[src/rtl/grf_wb_queue.sv]
// grf_wb_queue: write-back queue in front of the general register file write port.
// Buffers pipeline write requests in a small circular buffer and presents the oldest
// entry to the GRF (we3/a3/wd3/pc), one write per cycle, in program order.
// Two combinational bypass lookups return the youngest queued data for a register.
//
// Ports:
//   clk, reset                   clock, synchronous active-high reset
//   in_valid/in_ready            request handshake; in_pc/in_addr/in_data payload
//   stall                        GRF port busy, head entry is held
//   grf_we/grf_pc/grf_addr/grf_data   GRF write port (head entry, zero when empty)
//   q1_addr/q1_hit/q1_data       bypass lookup 1
//   q2_addr/q2_hit/q2_data       bypass lookup 2
//   count                        number of queued entries
module grf_wb_queue #(
  parameter int DEPTH = 4,
  parameter int PTR_W = 2
) (
  input  logic             clk,
  input  logic             reset,
  input  logic             in_valid,
  output logic             in_ready,
  input  logic [31:0]      in_pc,
  input  logic [4:0]       in_addr,
  input  logic [31:0]      in_data,
  input  logic             stall,
  output logic             grf_we,
  output logic [31:0]      grf_pc,
  output logic [4:0]       grf_addr,
  output logic [31:0]      grf_data,
  input  logic [4:0]       q1_addr,
  output logic             q1_hit,
  output logic [31:0]      q1_data,
  input  logic [4:0]       q2_addr,
  output logic             q2_hit,
  output logic [31:0]      q2_data,
  output logic [PTR_W:0]   count
);

  logic [31:0]      pc_q   [DEPTH];
  logic [4:0]       addr_q [DEPTH];
  logic [31:0]      data_q [DEPTH];
  logic [DEPTH-1:0] valid_q;

  logic [PTR_W-1:0] wr_ptr_q, wr_ptr_d;
  logic [PTR_W-1:0] rd_ptr_q, rd_ptr_d;
  logic [PTR_W:0]   count_q, count_d;

  logic accept;
  logic issue;
  logic [PTR_W-1:0] idx;

  assign in_ready = (count_q != (PTR_W+1)'(DEPTH));
  assign grf_we   = (count_q != '0) && !stall;
  assign accept   = in_valid && in_ready;
  assign issue    = grf_we;
  assign count    = count_q;

  assign grf_pc   = (count_q != '0) ? pc_q[rd_ptr_q]   : 32'd0;
  assign grf_addr = (count_q != '0) ? addr_q[rd_ptr_q] : 5'd0;
  assign grf_data = (count_q != '0) ? data_q[rd_ptr_q] : 32'd0;

  always_comb begin
    wr_ptr_d = wr_ptr_q;
    rd_ptr_d = rd_ptr_q;
    if (accept) wr_ptr_d = wr_ptr_q + 1'b1;
    if (issue)  rd_ptr_d = rd_ptr_q + 1'b1;
    count_d = count_q + (PTR_W+1)'(accept) - (PTR_W+1)'(issue);
  end

  // Walk entries oldest to youngest starting at the head, so a later match
  // overwrites an earlier one and the youngest matching entry wins.
  always_comb begin
    q1_hit  = 1'b0;
    q1_data = 32'd0;
    q2_hit  = 1'b0;
    q2_data = 32'd0;
    idx     = rd_ptr_q;
    for (int i = 0; i < DEPTH; i++) begin
      idx = rd_ptr_q + PTR_W'(i);
      if (valid_q[idx] && (q1_addr != 5'd0) && (addr_q[idx] == q1_addr)) begin
        q1_hit  = 1'b1;
        q1_data = data_q[idx];
      end
      if (valid_q[idx] && (q2_addr != 5'd0) && (addr_q[idx] == q2_addr)) begin
        q2_hit  = 1'b1;
        q2_data = data_q[idx];
      end
    end
  end

  always_ff @(posedge clk) begin
    if (reset) begin
      wr_ptr_q <= '0;
      rd_ptr_q <= '0;
      count_q  <= '0;
      valid_q  <= '0;
    end else begin
      wr_ptr_q <= wr_ptr_d;
      rd_ptr_q <= rd_ptr_d;
      count_q  <= count_d;
      // Head and tail never alias when both fire: accept requires not-full,
      // issue requires not-empty. Set after clear for robustness anyway.
      if (issue)  valid_q[rd_ptr_q] <= 1'b0;
      if (accept) valid_q[wr_ptr_q] <= 1'b1;
    end
  end

  // Payload needs no reset; valid_q and count_q gate every use of it.
  always_ff @(posedge clk) begin
    if (accept) begin
      pc_q[wr_ptr_q]   <= in_pc;
      addr_q[wr_ptr_q] <= in_addr;
      data_q[wr_ptr_q] <= in_data;
    end
  end

endmodule

[config.mk]
export PLATFORM = sky130hd
export DESIGN_NAME = grf_wb_queue
export DESIGN_NICKNAME = d
export VERILOG_FILES = /design/src/rtl/grf_wb_queue.sv
export SDC_FILE = /design/constraint.sdc
export NUM_CORES = 1
export LEC_CHECK = 0
export CORE_MARGIN = 5
export CORE_UTILIZATION = 30
export CTS_BUF_LIST = sky130_fd_sc_hd__clkbuf_8
export DETAILED_ROUTE_END_ITERATION = 7
export GPL_ROUTABILITY_DRIVEN = 1
export PLACE_DENSITY = 0.5
export SYNTH_ARGS = -nofsm -noshare
export SYNTH_HDL_FRONTEND = slang
export SYNTH_SLANG_ARGS = --single-unit
[constraint.sdc]
create_clock -name clk -period 16.5 [get_ports clk]
set_clock_uncertainty 0.05 [all_clocks]
set_input_delay 4.95 -clock clk [delete_from_list [all_inputs] [get_ports clk]]
set_output_delay 4.95 -clock clk [all_outputs]
set_load 0.02 [all_outputs]
Word-level counts from Yosys, hierarchy flattened
Memory sizes are Yosys's and may differ from the RTL's. A register that Yosys moved wholly into a read port is not among the register bits.
Index checks and enable logic that the tools add are counted.
{"block": "op_classes", "addsub": 6, "bitwise_logic": 3, "muxes": 42, "n_reduce_logical": 24, "n_eq_ne": 9, "magnitude_cmp": 7}
{"cell": "2-to-1 mux 32 bit", "n": 10}
{"cell": "equality test 5 bit", "n": 8}
{"cell": "logical AND 1 bit", "n": 20}
{"cell": "2-to-1 mux 1 bit", "n": 16}
{"cell": "less-than comparator 2 x 3 -> 1 bit (second input constant)", "n": 5}
{"cell": "2-to-1 mux 2 bit", "n": 6}
{"cell": "2-to-1 mux 4 bit", "n": 3}
{"cell": "nonzero test 5 bit", "n": 2}
{"cell": "binary-select mux 1 bit (select 2 bit)", "n": 4}
{"cell": "2-to-1 mux 5 bit", "n": 1}
{"cell": "adder 2 x 1 -> 2 bit (second input constant)", "n": 2}
{"cell": "adder 2 bit (second input constant)", "n": 2}
{"cell": "bitwise AND 4 bit", "n": 1}
{"cell": "demux 1 bit (select 2 bit)", "n": 2}
{"cell": "greater-or-equal comparator 2 x 1 -> 1 bit (second input constant)", "n": 2}
{"cell": "inverter 4 bit", "n": 1}
{"cell": "OR 4 bit", "n": 1}
{"cell": "adder 3 x 1 -> 3 bit", "n": 1}
{"cell": "!= test 3 bit (second input constant)", "n": 1}
{"cell": "nonzero test 3 bit", "n": 1}
{"cell": "subtractor 3 x 1 -> 3 bit", "n": 1}
{"cell": "zero test 1 bit", "n": 1}
{"block": "totals", "in_bits": 83, "ram_bits": 276, "output_inout_bits": 140, "reg_bits": 11, "mem_count": 3, "elab_cells": 98}
{"memory": "data_q", "words": 4, "word_bits": 32, "rd": 4, "rd_clocked_by_memory_dff": 1, "wr": 1, "line": "41", "source": "logic [31:0] data_q [DEPTH];"}
{"memory": "pc_q", "words": 4, "word_bits": 32, "rd": 1, "rd_clocked_by_memory_dff": 1, "wr": 1, "line": "39", "source": "logic [31:0] pc_q [DEPTH];"}
{"memory": "addr_q", "words": 4, "word_bits": 5, "rd": 4, "rd_clocked_by_memory_dff": 1, "wr": 1, "line": "40", "source": "logic [4:0] addr_q [DEPTH];"}

Longest topological paths before layout
Gate-level depths: netlist of the first run.
{"block": "logic_depth", "depth_word": 10, "depth_mapped": 17, "depth_no_buf": 10}

Least setup slack after synthesis of the first run
No wires, ideal clock.
{"block": "synth_path", "path_kind": "input to output", "start": "input q1_addr[1]", "end": "output q1_data[25]", "required_ns": 11.500, "arrival_ns": 7.324, "path_stages": 10, "n_path_buf": 4, "setup_slack_ns": 4.176, "path_cell_list": "clkbuf_1 > or4_1 > nor2_1 > or3_1 > clkbuf_1 > or2_1 > clkbuf_1 > clkbuf_1 > a31oi_1 > a211oi_1"}
{"block": "synth_via", "elab_chain_len": 7, "elab_cells_between_ends": 17}
{"item": "start: declaration", "line": "30", "source": "input logic [4:0] q1_addr,"}
{"item": "nonzero test 5 bit", "line": "80", "source": "if (valid_q[idx] && (q1_addr != 5'd0) && (addr_q[idx] == q1_addr)) begin"}
{"item": "logical AND 1 bit (2 in a row)", "line": "80"}
{"item": "2-to-1 mux 32 bit (3 in a row)", "line": "80"}
{"item": "2-to-1 mux 32 bit (*)", "line": "80"}
{"item": "end: declaration", "line": "32", "source": "output logic [31:0] q1_data,"}
Mark *: on every way between the ends. The rest lies on a longest branch, timed or not.

Worst setup path after layout of the first run
{"block": "layout_path", "start": "input q1_addr[2]", "end": "output q1_data[25]"}
Same word-level chain as after synthesis.

==> key figures, run 1 <==
CTS
  – CTS tree: built
  – Worst-skew pair later-pin latency: around 0.63 ns
  – CTS sink cnt: about 290
  – Cts hold-fix bufs: 0
  – CTS clk-pin slew, worst paths: roughly 0.050 ns
  – CTS resizes: 0
  – CTS root buffer: clkbuf_8
  – H-tree levels: 2
  – Total CTS buffers: 52
  – Number of buffers added for setup after CTS: 0
  – Longest Clk Path Bufs: 3

Status
  – Status: finished clean

Timing
  – Final setup margin: roughly 2.2 ns
  – Post-layout min period: roughly 14 ns
  – Period utilization: about 87%
  – F_max: about 0.07 GHz
  – Final Hold Vio Count: 0
  – Slew Limit Fails: 0
  – Setup TNS Final: 0 ns
  – Final setup vio count: 0
  – Worst Tran Pin Value: 1.197 ns
  – RSZ-0062 raised after global routing: false
  – Max-slew headroom: roughly 20%

Power and ir drop
  – Switch Pwr: between 0.001 and 0.0015 W
  – PD cells: 150.6 mW/mm^2
  – Comb power frac: between 40 and 50%
  – Sequential power share: approximately a third
  – Sw Share: between 30 and 40%
  – Worst vdd ir: roughly 0.000089 V
  – Pleak: 6.118 nW
  – Power Internal: ~0.0019 W
  – Clock power share: approximately a fifth

Route
  – Number of remaining DRC errors: 0
  – Via count: between 10000 and 15000
  – Drt pass-1 iters: 5
  – Routed WL per cell: 25.03 um
  – Via density: between 5 and 6
  – Drt initial violations: slightly above 800
  – DRT antenna net count: 0
  – DRT Wirelength: approximately 52000 um

Synthesis
  – Seq cells post-synth: approximately 290
  – Synth warn: 0
  – Largest family of logic cells by synthesized area: multiplexers
  – Post-Syn Nets: approximately 1200
  – Netlist Area Pre-Place: roughly 0.016 sq mm
  – Adder-Cell Fraction of Synth Area: 0.8830%
  – Simple-gate share of the synthesized area: around a tenth
  – Number of synthesized flops with an enable pin: ~280
  – Post-synthesis sequential area ratio: a little over half
  – Synth cell types: 50
  – Synth async-reset ratio: 0%
  – Synth Area in Compound Gates: about 8.3%
  – Syn_area_per_cell: between 10 and 15 sq um
  – Multiplexer area fraction after synthesis: about a quarter
  – Synth Flop Type: edfxtp_1
  – XOR/XNOR share of the synthesized area: 2.238%
  – Post-Synthesis Cells: 1144

Die
  – Die area: slightly below 0.06 sq mm
  – Die W: 244.1 um
  – Initial Util: between 30% and 40%
  – Chip height: approximately 240 um
  – Core area: 0.05403 sq mm
  – Ports: approximately 220
  – Rows: 85

GRT
  – Met3 Usage GRT: between 4 and 5%
  – Vias in the first global route: ~12000
  – Initial antenna violation count: 6
  – Total track usage: approximately 17%
  – Gr busiest metal: met2
  – First-pass GRT wire length: roughly 77000 um
  – GR Layer Usage met2: approximately 29%
  – Gr ovfl total: 0
  – Largest net degree at the start of global routing: between 60 and 70
  – Met1 Use GR: between 20% and 30%

Final layout
  – Reg area: 0.008561 sq mm
  – Cell area after layout: slightly above 0.02 sq mm
  – Multi-input logic area: approximately 0.0074 sq mm
  – Final Util: a little under two fifths
  – Share of cells above drive strength 1: a little under a quarter
  – Nets: 1423
  – Post-Layout Cell Count: 2071
  – Area delta synth->final: 23.06%
  – Fill cells: between 5000 and 6000

Placement
  – Post-DP HPWL: between 30000 and 40000 um
  – PortBufs: 222
  – Dpl cells: between 1500 and 2000
  – Place WS: about 2.2 ns
  – Cell Area, Placed: roughly 0.019 sq mm
  – Placer Congestion: 0.7976

Critical path
  – Worst path arrival time: 9.33 ns
  – Critical path required time: ~12 ns
  – Crit start category: input pin
  – Crit path capture type: primary output
  – Critical Path Fanout Max: 34
  – CP Class: in -> out

Min path
  – Hold Path Class: reg -> reg

Run
  – Max Cap Violations: 0
-- synth_stat cells (11+ instances only) --
library cell  count  area (sq um)
nor2_1           65         244.0
mux2_2           14         157.7
a211oi_1         11         82.58
mux2i_1          18         180.2
buf_2            22         110.1
a221oi_1         21         183.9
a211oi_2         27         337.8
dfxtp_1          13         260.3
o21ai_1          22         110.1
inv_1            13         48.80
a21oi_1          15         75.07
clkbuf_1         65         244.0
xnor2_1          27         236.5
nor2b_1          69         431.7
xor2_1           15         131.4
a31oi_1          31         193.9
nor3_1           52         260.3
nand2_1          51         191.4
mux4_2          159          3581
buf_1            15         56.30
nor3b_1          22         165.2
edfxtp_1        276          8288
o21ai_0          51         255.2
-- state kept, by name, summed over array words and instances, names as in the netlist, named ones only --
signal    flops
data_q      128
rd_ptr_q      2
addr_q       20
count         3
valid_q       4
wr_ptr_q      2
pc_q        128
-- layer usage --
| metal | share of wire, % | wire length [um] | up-vias |
|---|---|---|---|
| li1 | - | - | 4973 |
| met5 | 0.064 | 33 | - |
| met3 | 7.5 | 3880 | 99 |
| met1 | 40 | 20590 | 5776 |
| met4 | 2.7 | 1420 | 4 |
| met2 | 50 | 25900 | 457 |
-- worst max-delay path, stage by stage --
cell and delay [ns]:
clkdlybuf4s50_1 0.54, or4_1 0.57, nor2_1 0.22, or3_2 0.78, or2_2 0.87, a31oi_1 0.19, a211oi_1 0.49, clkdlybuf4s50_1 0.70
-- power by group through the flow --
stage               logic, W  registers (W)  clock network, W
floorplan           0.000972       0.000947                 0
global placement     0.00144        0.00101                 0
detailed placement   0.00144        0.00102                 0
CTS                  0.00144        0.00100          0.000655
global route         0.00152        0.00102          0.000685
finish               0.00142       0.000997          0.000628
-- stage by stage --
step	hold slack (ns)	total power, W
after floorplan	0.4391	0.001919
after global placement	0.4830	0.002454
after detailed placement	0.4876	0.002453
after CTS	0.4958	0.003101
after global routing	0.5140	0.003223
final	0.4996	0.003046
-- cell usage in the layout, fill, tap and decap left out, types with 27 or more instances in the layout --
cell / count
inv_1: 33
edfxtp_1: 276
a31oi_1: 31
nor2_1: 64
nor2b_1: 69
a211oi_2: 27
clkbuf_8: 52
o21ai_0: 51
clkdlybuf4s50_1: 222
mux4_2: 159
xnor2_1: 27
nand2_1: 50
nor3_1: 50
-- area by class of cell --
| type | instances | share of cell area, % |
|---|---|---|
| Timing Repair Buffer | 242 | 11.73 |
| Tap cell | 696 | 4.305 |
| Clock buffer | 52 | 3.538 |
| Antenna cell | 4 | 0.04949 |
| Multi-Input combinational cell | 731 | 36.58 |
| Clock inverter | 44 | 1.231 |
| Sequential cell | 289 | 42.32 |
| Inverter | 13 | 0.2412 |
-- cells by family after synthesis --
| family | count (synthesis) |
|---|---|
| flops | 289 |
| simple gates | 295 |
| mux | 191 |
| buf+inv | 124 |
| fa+ha+maj | 11 |
| xor+xnor | 42 |
| compound gates | 192 |
-- final timing paths --
path | startpoint | end | slack, ns | cells past startpoint
hold reg to reg | valid_q[0] | valid_q[0] | 0.50 | 2
hold / removal | valid_q[0] | valid_q[0] | 0.50 | 2
setup reg to reg | rd_ptr_q[0] | flip-flop | 13.38 | 5
setup / recovery | q1_addr[2] | q1_data[25] | 2.17 | 8
Note: power is estimated with default switching activity, not from simulation.
==> run 2: changes to the inputs <==
--- a/config.mk
+++ b/config.mk
@@ -5,12 +5,14 @@
 export SDC_FILE = /design/constraint.sdc
 export NUM_CORES = 1
 export LEC_CHECK = 0
+export ABC_AREA = 0
 export CORE_MARGIN = 5
 export CORE_UTILIZATION = 30
 export CTS_BUF_LIST = sky130_fd_sc_hd__clkbuf_8
 export DETAILED_ROUTE_END_ITERATION = 7
 export GPL_ROUTABILITY_DRIVEN = 1
 export PLACE_DENSITY = 0.5
+export SKIP_CTS_REPAIR_TIMING = 1
 export SYNTH_ARGS = -nofsm -noshare
 export SYNTH_HDL_FRONTEND = slang
 export SYNTH_SLANG_ARGS = --single-unit
==> results of run 2 <==
The final DEF is identical to that of run 1; final timing and power are the same.
==> run 3: changes to the inputs <==
--- a/config.mk
+++ b/config.mk
@@ -6,6 +6,7 @@
 export NUM_CORES = 1
 export LEC_CHECK = 0
 export ABC_AREA = 0
+export CAP_MARGIN = 20
 export CORE_MARGIN = 5
 export CORE_UTILIZATION = 30
 export CTS_BUF_LIST = sky130_fd_sc_hd__clkbuf_8
==> run 3 against run 2 <==
Net effect: sequential power shrank 2.1%; routed wire length is essentially flat; power grew 0.18%; cell area grew 0.19%; critical path type unchanged; highest routed layer unchanged.
==> key figures, run 3 (synthesized netlist as in run 1, its figures left out) <==
Critical path
  – Worst path arrival time: 9.31 ns (-0.02 ns)
  – Crit-path cells: clkdlybuf4s50_1 -> or4_1 -> nor2_1 -> or3_2 -> or2_2 -> a31oi_1 -> a211oi_1 -> clkdlybuf4s50_1
  – Delay-heaviest family, CP: simple AND/OR/NAND/NOR gates
  – Top cell by count, worst path: clkdlybuf4s50_1
  – Critical path required time: 11.50 ns (about the same)
  – Buf/Inv on CP: 2 (unchanged)
  – CP Class: in -> out
  – Crit start category: input pin
  – Crit-path max cell delay: 0.87 ns (about the same)
  – Crit path capture type: primary output
  – Critical Path Fanout Max: 34 (unchanged)
  – CP max-delay cell: or2_2

Route
  – DRT antenna net count: 0 (unchanged)
  – Drt pass-1 iters: 5 (unchanged)
  – DRT Wirelength: 51810 um (about the same)
  – Routed WL per cell: 24.99 um (-0.13%)
  – Via count: 11320 (+0.080%)
  – Drt initial violations: 766 (-5.5%)
  – Number of remaining DRC errors: 0 (unchanged)
  – Via density: 5.460 (about the same)

CTS
  – CTS clk-pin slew, worst paths: 0.05 ns (about the same)
  – H-tree levels: 2 (unchanged)
  – CTS tree: built
  – Total CTS buffers: 52 (unchanged)
  – CTS root buffer: clkbuf_8
  – CTS sink cnt: 289 (unchanged)
  – Worst-skew pair later-pin latency: 0.63 ns (about the same)
  – Longest Clk Path Bufs: 3 (unchanged)

Timing
  – Period utilization: 86.72% (-0.13 points)
  – RSZ-0062 raised after global routing: false
  – Post-layout min period: 14.31 ns (-0.02147 ns)
  – Final Hold Vio Count: 0 (unchanged)
  – Final setup margin: 2.192 ns (+0.02147 ns)
  – Max-slew headroom: 23.87% (+4.0 points)
  – Setup TNS Final: 0 ns (unchanged)
  – Final setup vio count: 0 (unchanged)
  – Worst Tran Pin Value: 1.142 ns (-0.05458 ns)
  – F_max: 0.06989 GHz (+0.15%)
  – Slew Limit Fails: 0 (unchanged)

Die
  – Initial Util: 30.42% (unchanged)
  – Die W: 244.1 um (unchanged)
  – Core area: 0.05403 sq mm (unchanged)
  – Die area: 0.05957 sq mm (unchanged)
  – Ports: 223 (unchanged)
  – Rows: 85 (unchanged)
  – Chip height: 244.1 um (unchanged)

Final layout
  – Nets: 1425 (+0.14%)
  – Most frequent cells in the layout: 276 x edfxtp_1, 222 x clkdlybuf4s50_1, 159 x mux4_2
  – Share of cells above drive strength 1: 22.65% (+0.11 points)
  – Largest regs: data_q x128, pc_q x128, addr_q x20
  – Cell area after layout: 0.02027 sq mm (+0.19%)
  – Final Util: 37.51% (+0.072 points)
  – Area delta synth->final: 23.29%
  – Commonest non-fill, non-tap cell in the layout: edfxtp_1

GRT
  – Initial antenna violation count: 6 (unchanged)
  – Vias in the first global route: 11970 (unchanged)
  – Gr ovfl total: 0 (unchanged)
  – First-pass GRT wire length: 77220 um (unchanged)
  – Total track usage: 16.96% (unchanged)
  – Largest net degree at the start of global routing: 64 (unchanged)

Placement
  – Cell Area, Placed: 0.01925 sq mm (unchanged)
  – PortBufs: 222 (unchanged)
  – Place WS: 2.212 ns (unchanged)
  – Post-DP HPWL: 31920 um (unchanged)
  – Placer Congestion: 0.7976 (unchanged)

Power and ir drop
  – Worst vdd ir: 0.00009010 V (+1.0%)
  – PD cells: 150.6 mW/mm^2 (about the same)
  – Pleak: 6.136 nW (+0.29%)

Min path
  – Hold Path Class: reg -> reg

Status
  – Status: finished clean

Run
  – Max Cap Violations: 0 (unchanged)
## run 3: changes by cell type in the layout (fill, tap and decap cells not counted), sizes merged
| cell | change |
|---|---|
| buf | +2 |
## run 3: cell type report
type,count,area (sq um)
fill,5118,33760
sequential,289,8561
multi-input combinational,731,7400
timing repair buffer,244,2411
tap,696,870.8
clock buffer,52,715.7
clock inverter,44,249.0
inverter,13,48.80
antenna,4,10.01
## run 3: path summary, 6_finish.rpt
check | from | to | slack, ns | cells after the start
worst min register to register | valid_q[1] | valid_q[1] | 0.50 | 2
worst max register to register | count[1] | count[2] | 13.79 | 9
worst min-delay path | valid_q[1] | valid_q[1] | 0.50 | 2
worst max-delay path | q1_addr[2] | q1_data[25] | 2.19 | 8
## run 3: power breakdown
group | switching (W) | total, W | internal [W]
logic | 0.000772 | 0.00145 | 0.000674
registers | 0.0000771 | 0.000976 | 0.000899
clock network | 0.000302 | 0.000628 | 0.000326
total | 0.00115 | 0.00305 | 0.00190
## run 3: stage by stage
step	hold WS (ns)	std cells	total power (W)
after floorplan	0.4391	1144	0.001919
after global placement	0.4830	1971	0.002454
after detailed placement	0.4876	1971	0.002453
after CTS	0.4958	2067	0.003101
after global routing	0.5140	2070	0.003228
final	0.4976	2073	0.003052
## run 3: worst reg2reg max path, stage by stage (launching register included)
cell	delay, ns
dfxtp_1	0.44
nor3_2	0.07
buf_4	0.27
nor2_1	0.65
ha_1	0.25
inv_1	0.04
ha_1	0.18
fa_1	0.40
xnor2_1	0.17
nor2_1	0.05
## run 3: routing by layer
layer	track usage (%)	up-vias	share of wire, %
met2	29.08	433	50
met5	0	-	0.064
met1	21.09	5801	40
met4	5.725	4	2.9
li1	-	4974	-
met3	4.226	106	7.0
